## src/rtl/modport_uart.sv

```systemverilog
// modport_uart: APB-slave UART (8N1) with the serial side clocked by PCLK.
// Define UART_PARITY_EN to add a parity bit; CTRL bit2 then selects odd parity.
module modport_uart #(
    parameter int DATA_BITS   = 8,
    parameter int DEFAULT_DIV = 16,
    parameter int DIV_W       = 16
) (
    input  logic        PCLK,
    input  logic        PRESET,
    input  logic        PSEL,
    input  logic        PENABLE,
    input  logic        PWRITE,
    input  logic [3:0]  PADDR,
    input  logic [31:0] PWDATA,
    output logic [31:0] PRDATA,
    output logic        PREADY,
    output logic        PSLVERR,
    output logic        Tx,
    input  logic        RX
);
    typedef enum logic [2:0] {IDLE, START, DATA, PARITY, STOP} state_t;
`ifdef UART_PARITY_EN
    localparam logic PAR = 1'b1;
`else
    localparam logic PAR = 1'b0;
`endif
    localparam int BW = $clog2(DATA_BITS + 1);
    localparam logic [BW-1:0] LAST = BW'(DATA_BITS - 1);

    logic [DIV_W-1:0]     div_q, tx_div_q, tx_cnt_q, rx_div_q, rx_cnt_q;
    logic [2:0]           ctrl_q;
    logic [DATA_BITS-1:0] hold_q, tx_sh_q, rx_sh_q, rx_byte_q;
    logic [BW-1:0]        tx_bit_q, rx_bit_q;
    state_t               tx_st_q, rx_st_q;
    logic tx_q, tx_full_q, tx_par_q;
    logic rx_s1_q, rx_s2_q, rx_prev_q, rx_perr_q;
    logic rx_valid_q, overrun_q, frame_err_q, par_err_q;
    logic xfer, a_data, a_stat, a_div, a_ctrl, wr_data, rd_data, rd_stat;
    logic tx_end, tx_load, rx_end, rx_mid;
    logic [5:0] status;
    logic unused_bits;

    assign xfer    = PSEL & PENABLE;
    assign a_data  = PADDR[3:2] == 2'd0;
    assign a_stat  = PADDR[3:2] == 2'd1;
    assign a_div   = PADDR[3:2] == 2'd2;
    assign a_ctrl  = PADDR[3:2] == 2'd3;
    assign wr_data = xfer & PWRITE & a_data & ~tx_full_q;
    assign rd_data = xfer & ~PWRITE & a_data;
    assign rd_stat = xfer & ~PWRITE & a_stat;
    assign PREADY  = 1'b1;
    assign PSLVERR = xfer & PWRITE & ((a_data & tx_full_q) | a_stat);
    assign status  = {par_err_q, frame_err_q, overrun_q, rx_valid_q, tx_full_q, tx_st_q != IDLE};
    assign PRDATA  = (xfer && !PWRITE) ? (a_data ? 32'(rx_byte_q) : a_stat ? 32'(status) :
                     a_div ? 32'(div_q) : 32'(ctrl_q)) : '0;
    assign Tx          = tx_q;
    assign unused_bits = ^{PADDR[1:0], PWDATA[31:DIV_W]};

    always_ff @(posedge PCLK) begin
        if (PRESET) begin
            div_q  <= DIV_W'(DEFAULT_DIV);
            ctrl_q <= 3'b011;
        end else if (xfer && PWRITE) begin
            if (a_div) div_q <= PWDATA[DIV_W-1:0] < DIV_W'(4) ? DIV_W'(4) : PWDATA[DIV_W-1:0];
            if (a_ctrl) ctrl_q <= {PWDATA[2] & PAR, PWDATA[1:0]};
        end
    end

    assign tx_end  = tx_cnt_q == tx_div_q - 1'b1;
    assign tx_load = tx_full_q & ctrl_q[0] & (tx_st_q == IDLE || (tx_st_q == STOP && tx_end));

    // A new frame may start straight out of STOP so queued bytes go back-to-back.
    always_ff @(posedge PCLK) begin
        if (PRESET) begin
            tx_st_q   <= IDLE;
            tx_q      <= 1'b1;
            tx_full_q <= 1'b0;
            hold_q    <= '0;
            tx_sh_q   <= '0;
            tx_div_q  <= DIV_W'(DEFAULT_DIV);
            tx_cnt_q  <= '0;
            tx_bit_q  <= '0;
            tx_par_q  <= 1'b0;
        end else begin
            tx_cnt_q <= tx_end ? '0 : tx_cnt_q + 1'b1;
            if (wr_data) begin
                hold_q    <= PWDATA[DATA_BITS-1:0];
                tx_full_q <= 1'b1;
            end
            if (tx_load) begin
                tx_st_q   <= START;
                tx_q      <= 1'b0;
                tx_full_q <= 1'b0;
                tx_sh_q   <= hold_q;
                tx_div_q  <= div_q;
                tx_cnt_q  <= '0;
                tx_bit_q  <= '0;
                tx_par_q  <= ^hold_q ^ ctrl_q[2];
            end else if (tx_end) begin
                case (tx_st_q)
                    START: begin
                        tx_st_q <= DATA;
                        tx_q    <= tx_sh_q[0];
                    end
                    DATA: begin
                        if (tx_bit_q == LAST) begin
                            tx_st_q <= PAR ? PARITY : STOP;
                            tx_q    <= PAR ? tx_par_q : 1'b1;
                        end else begin
                            tx_sh_q  <= tx_sh_q >> 1;
                            tx_q     <= tx_sh_q[1];
                            tx_bit_q <= tx_bit_q + 1'b1;
                        end
                    end
                    PARITY: begin
                        tx_st_q <= STOP;
                        tx_q    <= 1'b1;
                    end
                    STOP:    tx_st_q <= IDLE;
                    default: tx_st_q <= IDLE;
                endcase
            end
        end
    end

    assign rx_end = rx_cnt_q == rx_div_q - 1'b1;
    assign rx_mid = rx_cnt_q == (rx_div_q >> 1) - 1'b1;

    // Sampling points sit mid-bit: half a period into START, then every full period.
    always_ff @(posedge PCLK) begin
        if (PRESET) begin
            rx_st_q     <= IDLE;
            rx_s1_q     <= 1'b1;
            rx_s2_q     <= 1'b1;
            rx_prev_q   <= 1'b1;
            rx_sh_q     <= '0;
            rx_byte_q   <= '0;
            rx_div_q    <= DIV_W'(DEFAULT_DIV);
            rx_cnt_q    <= '0;
            rx_bit_q    <= '0;
            rx_perr_q   <= 1'b0;
            rx_valid_q  <= 1'b0;
            overrun_q   <= 1'b0;
            frame_err_q <= 1'b0;
            par_err_q   <= 1'b0;
        end else begin
            rx_s1_q   <= RX;
            rx_s2_q   <= rx_s1_q;
            rx_prev_q <= rx_s2_q;
            rx_cnt_q  <= rx_cnt_q + 1'b1;
            if (rd_data) rx_valid_q <= 1'b0;
            if (rd_stat) begin
                overrun_q   <= 1'b0;
                frame_err_q <= 1'b0;
                par_err_q   <= 1'b0;
            end
            case (rx_st_q)
                IDLE: if (ctrl_q[1] && rx_prev_q && !rx_s2_q) begin
                    rx_st_q   <= START;
                    rx_cnt_q  <= '0;
                    rx_div_q  <= div_q;
                    rx_bit_q  <= '0;
                    rx_perr_q <= 1'b0;
                end
                START: if (rx_mid) begin
                    rx_cnt_q <= '0;
                    rx_st_q  <= rx_s2_q ? IDLE : DATA;
                end
                DATA: if (rx_end) begin
                    rx_cnt_q <= '0;
                    rx_sh_q  <= {rx_s2_q, rx_sh_q[DATA_BITS-1:1]};
                    rx_bit_q <= rx_bit_q + 1'b1;
                    if (rx_bit_q == LAST) rx_st_q <= PAR ? PARITY : STOP;
                end
                PARITY: if (rx_end) begin
                    rx_cnt_q  <= '0;
                    rx_perr_q <= (^rx_sh_q ^ rx_s2_q) != ctrl_q[2];
                    rx_st_q   <= STOP;
                end
                STOP: if (rx_end) begin
                    rx_st_q <= IDLE;
                    if (!rx_s2_q) frame_err_q <= 1'b1;
                    else if (rx_perr_q) par_err_q <= 1'b1;
                    else if (rx_valid_q && !rd_data) overrun_q <= 1'b1;
                    else begin
                        rx_byte_q  <= rx_sh_q;
                        rx_valid_q <= 1'b1;
                    end
                end
                default: rx_st_q <= IDLE;
            endcase
        end
    end
endmodule

```

## config.mk

```make
export PLATFORM = sky130hd
export DESIGN_NAME = modport_uart
export DESIGN_NICKNAME = d
export VERILOG_FILES = /design/src/rtl/modport_uart.sv
export SDC_FILE = /design/constraint.sdc
export NUM_CORES = 1
export LEC_CHECK = 0
export BUFFER_PORTS_ARGS = -buffer_cell sky130_fd_sc_hd__buf_2
export CELL_PAD_IN_SITES_DETAIL_PLACEMENT = 1
export CELL_PAD_IN_SITES_GLOBAL_PLACEMENT = 2
export CORE_MARGIN = 5
export CORE_UTILIZATION = 32
export DETAILED_ROUTE_END_ITERATION = 6
export GPL_ROUTABILITY_DRIVEN = 1
export PLACE_DENSITY_LB_ADDON = 0.3
export SYNTH_ARGS = -nofsm -noshare
export SYNTH_HDL_FRONTEND = slang
export SYNTH_SLANG_ARGS = --single-unit
```

## constraint.sdc

```tcl
create_clock -name PCLK -period 3 [get_ports PCLK]
set_input_delay 0 -clock PCLK [delete_from_list [all_inputs] [get_ports PCLK]]
set_output_delay 0 -clock PCLK [all_outputs]
set_load 0.005 [all_outputs]
```

# After elaboration in Yosys (flattened, before gate mapping)
# Cells that the tools add are included.
dict set report totals {
  regBits 138
  inputBits 42
  out_inout_bits 35
  elab_cells 168
}
dict set report classes {
  add_sub_neg 7
  n_lt_le_gt_ge 1
  eq_ne 25
  n_mux 56
  n_bitwise 18
  n_reduce_logical 36
}
# op count
set ops {}
lappend ops {{16-bit 2-to-1 mux} 8}
lappend ops {{16-bit equality test} 3}
lappend ops {{16-bit case mux with 3 select lines} 1}
lappend ops {{16-bit by 1-bit adder with 16-bit output (second input constant)} 2}
lappend ops {{8-bit 2-to-1 mux} 4}
lappend ops {{16-bit by 1-bit subtractor with 16-bit output (second input constant)} 2}
lappend ops {{1-bit 2-to-1 mux} 28}
lappend ops {{3-bit 2-to-1 mux} 7}
lappend ops {{16-bit by 3-bit < comparator with 1-bit output (second input constant)} 1}
lappend ops {{2-bit != test (second input constant)} 8}
lappend ops {{15-bit by 1-bit subtractor with 16-bit output (second input constant)} 1}
lappend ops {{3-bit case mux with 5 select lines} 1}
lappend ops {{2-bit AND reduction} 7}
lappend ops {{3-bit by 2-bit equality test with 1-bit output (second input constant)} 4}
lappend ops {{3-bit AND reduction} 4}
lappend ops {{1-bit bitwise AND} 11}
lappend ops {{3-bit case mux with 3 select lines} 1}
lappend ops {{4-bit by 1-bit adder with 4-bit output (second input constant)} 2}
lappend ops {{4-bit by 3-bit equality test with 1-bit output (second input constant)} 2}
lappend ops {{4-bit 2-to-1 mux} 2}
lappend ops {{4-bit case mux with 2 select lines} 1}
lappend ops {{2-bit nonzero test} 4}
lappend ops {{8-bit XOR reduction} 1}
lappend ops {{3-bit by 1-bit equality test with 1-bit output (second input constant)} 2}
lappend ops {{21 further kinds} 36}

# Longest topological paths before layout
dict set report logic_depth {
  word_depth 10
  mapped_depth 12
  ltp_nobuf 9
}

# Least setup slack after synthesis
# No wires, ideal clock.
dict set report synth_path {
  path_type {register -> register}
  startpoint {register rx_div_q[2]}
  endpoint {register rx_perr_q}
  setup_ns 0.121
  arrival_ns 2.876
  required_ns 2.879
  path_slack_ns 0.003
  stages_incl_launch_ff 11
  path_buffers 1
  period_less_slack_ns 2.997
  cell_sequence {dfxtp_1 -> inv_1 -> ha_1 -> nor4b_1 -> o2111ai_1 -> a21oi_1 -> o211ai_1 -> or4_1 -> buf_2 -> nor3_1 -> mux2_2}
}
dict set report synth_via {
  elab_chain_len 4
}
# element line_no
set synth_rtl {}
lappend synth_rtl {{start: declaration} 30} ;# logic [DIV_W-1:0] div_q, tx_div_q, tx_cnt_q, rx_div_q, rx_cnt_q;
lappend synth_rtl {{start signal: assignment} 138} ;# rx_div_q <= DIV_W'(DEFAULT_DIV);
lappend synth_rtl {{start signal: assignment} 161} ;# rx_div_q <= div_q;
lappend synth_rtl {{16-bit by 1-bit subtractor with 16-bit output} 126} ;# assign rx_end = rx_cnt_q == rx_div_q - 1'b1;
lappend synth_rtl {{16-bit equality test} 126}
lappend synth_rtl {{2-bit != test (no line)} -}
lappend synth_rtl {{3-bit AND reduction (no line)} -}
lappend synth_rtl {{end signal: assignment} 177} ;# rx_perr_q <= (^rx_sh_q ^ rx_s2_q) != ctrl_q[2];
lappend synth_rtl {{end: declaration} 36} ;# logic rx_s1_q, rx_s2_q, rx_prev_q, rx_perr_q;
# No other way between the ends.
# A chain may end at the register's enable or synchronous reset.

# Worst setup path after layout
dict set report layout_path {
  startpoint {register rx_div_q[7]}
  endpoint {register rx_perr_q}
}
# Same word-level chain as after synthesis.

==> impl_metrics.tcl <==
set metrics [dict create \
    grt_max_degree 41 \
    min_path_type "in2reg" \
    viasPerCell 5.14 \
    fp.dieH_um 168 \
    status "finished, final reports clean" \
    worstPathMaxFanout 10 \
    cts.reportedPaths.clkPinSlew_ns 0.07 \
    p_per_area_nw_per_um2 448 \
    ioPinCount 77 \
    final_common_cell "dfxtp_1" \
    drt_pre_antenna_iters 4 \
    synth.distinct_cells 76 \
    ir_drop_uv 335 \
    worst_slew_pin_slew_ns 0.810 \
    vias 7236 \
    clockBufferDepth 2 \
    grt_use_met2_pct 27.0 \
    dp_hpwl_um 16800 \
    slew_headroom_pct 45.5 \
    yosysTopAreaCell "dfxtp_1" \
    hold_viol_final 0 \
    p_leak_nw 3.48 \
    finClkSkew_ns 0.0125 \
    nNetsFinal 1113 \
    busiest_layer "met2" \
    synth_cells 1003 \
    first_iter_violations 317 \
    die_width_um 168 \
    postRouteAntennaNets 0 \
    start_util_pct 32.2 \
    ys_top_cells_by_area "dfxtp_1, xor2_1, xnor2_1, nor2_1, nand2_1" \
    arrival_ns 3.16 \
    grt_use_total_pct 16.8 \
    fin_crit_sh_pct 94.9 \
    final_cell_mix "dfxtp_1, nor2_1, nand2_1" \
    cts_tree "done" \
    stdcell_count 1407 \
    cts.sinks 138 \
    overflow 0 \
    avgSynthCellArea_um2 7.99 \
    design.die.area_um2 28300 \
    clock_latency_ns 0.43 \
    insertedDiodeCount 0 \
    synth_edf_count 0 \
    grt_pass1_wl_um 39100 \
    drt_wl_total_um 23600 \
    dp_cells 1357 \
    numCtsBuffers 17 \
    num-fill-cells 2956 \
    final_layout_size_suffix_gt1_share_pct 17.1 \
    synth_seq_area_share_pct 34.5 \
    grt_pass1_vias 7461 \
    fmax_ghz 0.351 \
    worstSetupPathType "reg2reg" \
    use_met3_pct 2.28 \
    maxSlewViolCount 0 \
    ys.flop_type "dfxtp_1" \
    clockRootBuffer "clkbuf_16" \
    gp_congestion 0.818 \
    wl_per_cell_um 16.8 \
    syn_to_final_growth_pct 20.2 \
    io_buffers 41 \
    drc_errors 0 \
    period_needed_ns 2.85 \
    grt.met1_usage_pct 23.7 \
    async_reset_ff_share_pct 0 \
    core-area_um2 24900 \
    drv_cap 0 \
    critPathRequiredTime_ns 3.32 \
    synth.top_cell.area_share_pct 34.5 \
    ys_seq_elements 138 \
    antenna_found_initial 0 \
    worst_setup_path_start_kind "flip-flop" \
    rsz0062_at_grt "false" \
    rows 58 \
    hold_slack_ns 0.0706 \
    syn_area_um2 8010 \
    htreeDepth 4 \
    finalSetupViolations 0 \
    cp-end-kind "flip-flop" \
    ys_warn_count 0 \
]
## flip-flops by register name (all words and copies together), names as in the netlist, 2 cells and up
name	count
ctrl_q	2
tx_bit_q	4
tx_sh_q	8
tx_st_q	3
hold_q	8
rx_cnt_q	16
tx_div_q	16
rx_byte_q	8
tx_cnt_q	16
rx_bit_q	4
rx_sh_q	8
div_q	16
rx_div_q	16
rx_st_q	3
## final cells by class
class	instances	area, µm²	area share [%]
Multi-Input combinational cell	772	4920	51.1
Sequential cell	138	2760	28.7
Timing Repair Buffer	118	880	9.14
Clock buffer	19	453	4.70
Tap cell	330	413	4.29
Clock inverter	13	133	1.38
Inverter	17	63.8	0.663
## critical path: stages, from the launching register on
cell	delay (ns)
dfxtp_1	0.31
or4_4	0.53
or4_4	0.51
o21ai_2	0.16
nand4b_2	0.15
or4_4	0.52
nor3_1	0.20
mux2_2	0.35
## metrics by stage
stage	total power [mW]	worst slack [ns]	area [µm²]	TNS [ns]	utilization [%]
finish	4.31	0.153	9630	0	38.7
global route	4.49	0.0320	9630	0	38.7
CTS	4.37	0.0533	9540	0	38.3
detailed placement	2.23	-0.00936	8770	-0.00936	35.2
global placement	2.23	0.0457	8770	0	35.2
floorplan	2.13	0.00286	8070	0	-
## final timing paths
path	start	end	slack (ns)	cells past startpoint
max reg2reg	rx_div_q[7]	rx_perr_q	0.15	7
min reg2reg	rx_s1_q	rx_s2_q	0.41	1
min	PRESET	rx_sh_q[1]	0.07	2
max	rx_div_q[7]	rx_perr_q	0.15	7
## layer usage
metal  routed length [µm]  vias to the layer above  part of all wire [%]
met3                  817                       15                   3.5
met2                10600                       98                    45
met5                    0                        -                     0
met4                  223                        0                  0.95
met1                11900                     3493                    50
li1                     -                     3630                     -
## report_power, final
group,total [mW],internal [mW],switching [mW]
combinational,0.316,0.131,0.185
clock,2.10,1.20,0.898
sequential,1.90,1.86,0.0386
## cell families after synthesis
family	count (synthesis)	share of synthesized area (%)
AO/OA/AOI/OAI	186	15.2
XOR/XNOR	93	10.2
adder cells (fa/ha/maj)	7	1.09
buffers and inverters	108	6.12
flip-flops	138	34.5
multiplexers	34	4.43
other	2	0.0937
AND/OR/NAND/NOR	435	28.4
## synth_stat cells (4+ instances only)
cell type and number:
buf_2 4, nand2_1 94, inv_1 17, ha_1 7
nor2_1 106, and4_1 5, a31oi_1 9, nor3b_1 7
dfxtp_1 138, o32ai_1 16, a211oi_1 14, buf_4 19
nand2b_1 13, xnor2_1 46, nor4_1 13, nand3b_1 22
o211ai_1 4, nand4b_1 4, clkbuf_1 63, and2_1 10
or2_2 20, nand4_1 21, o21ai_0 32, nor2b_1 12
and3_1 16, nor3_1 22, mux2i_1 31, o221ai_1 7
nand3_1 40, or4_1 4, or3_1 9, a21oi_1 64
xor2_1 47
## repair_timing
| item | in CTS | in global routing |
|---|---|---|
| gates resized for setup | 2 | 16 |
| setup buffers | 0 | 1 |
| gates cloned | 0 | 0 |
| hold buffers | 17 | 0 |
| pin swaps | 0 | 1 |
| setup endpoints to repair | 5 | 40 |
| endpoints found under the hold margin | 27 | 0 |
No activity file was read; power rests on OpenSTA's default activity.
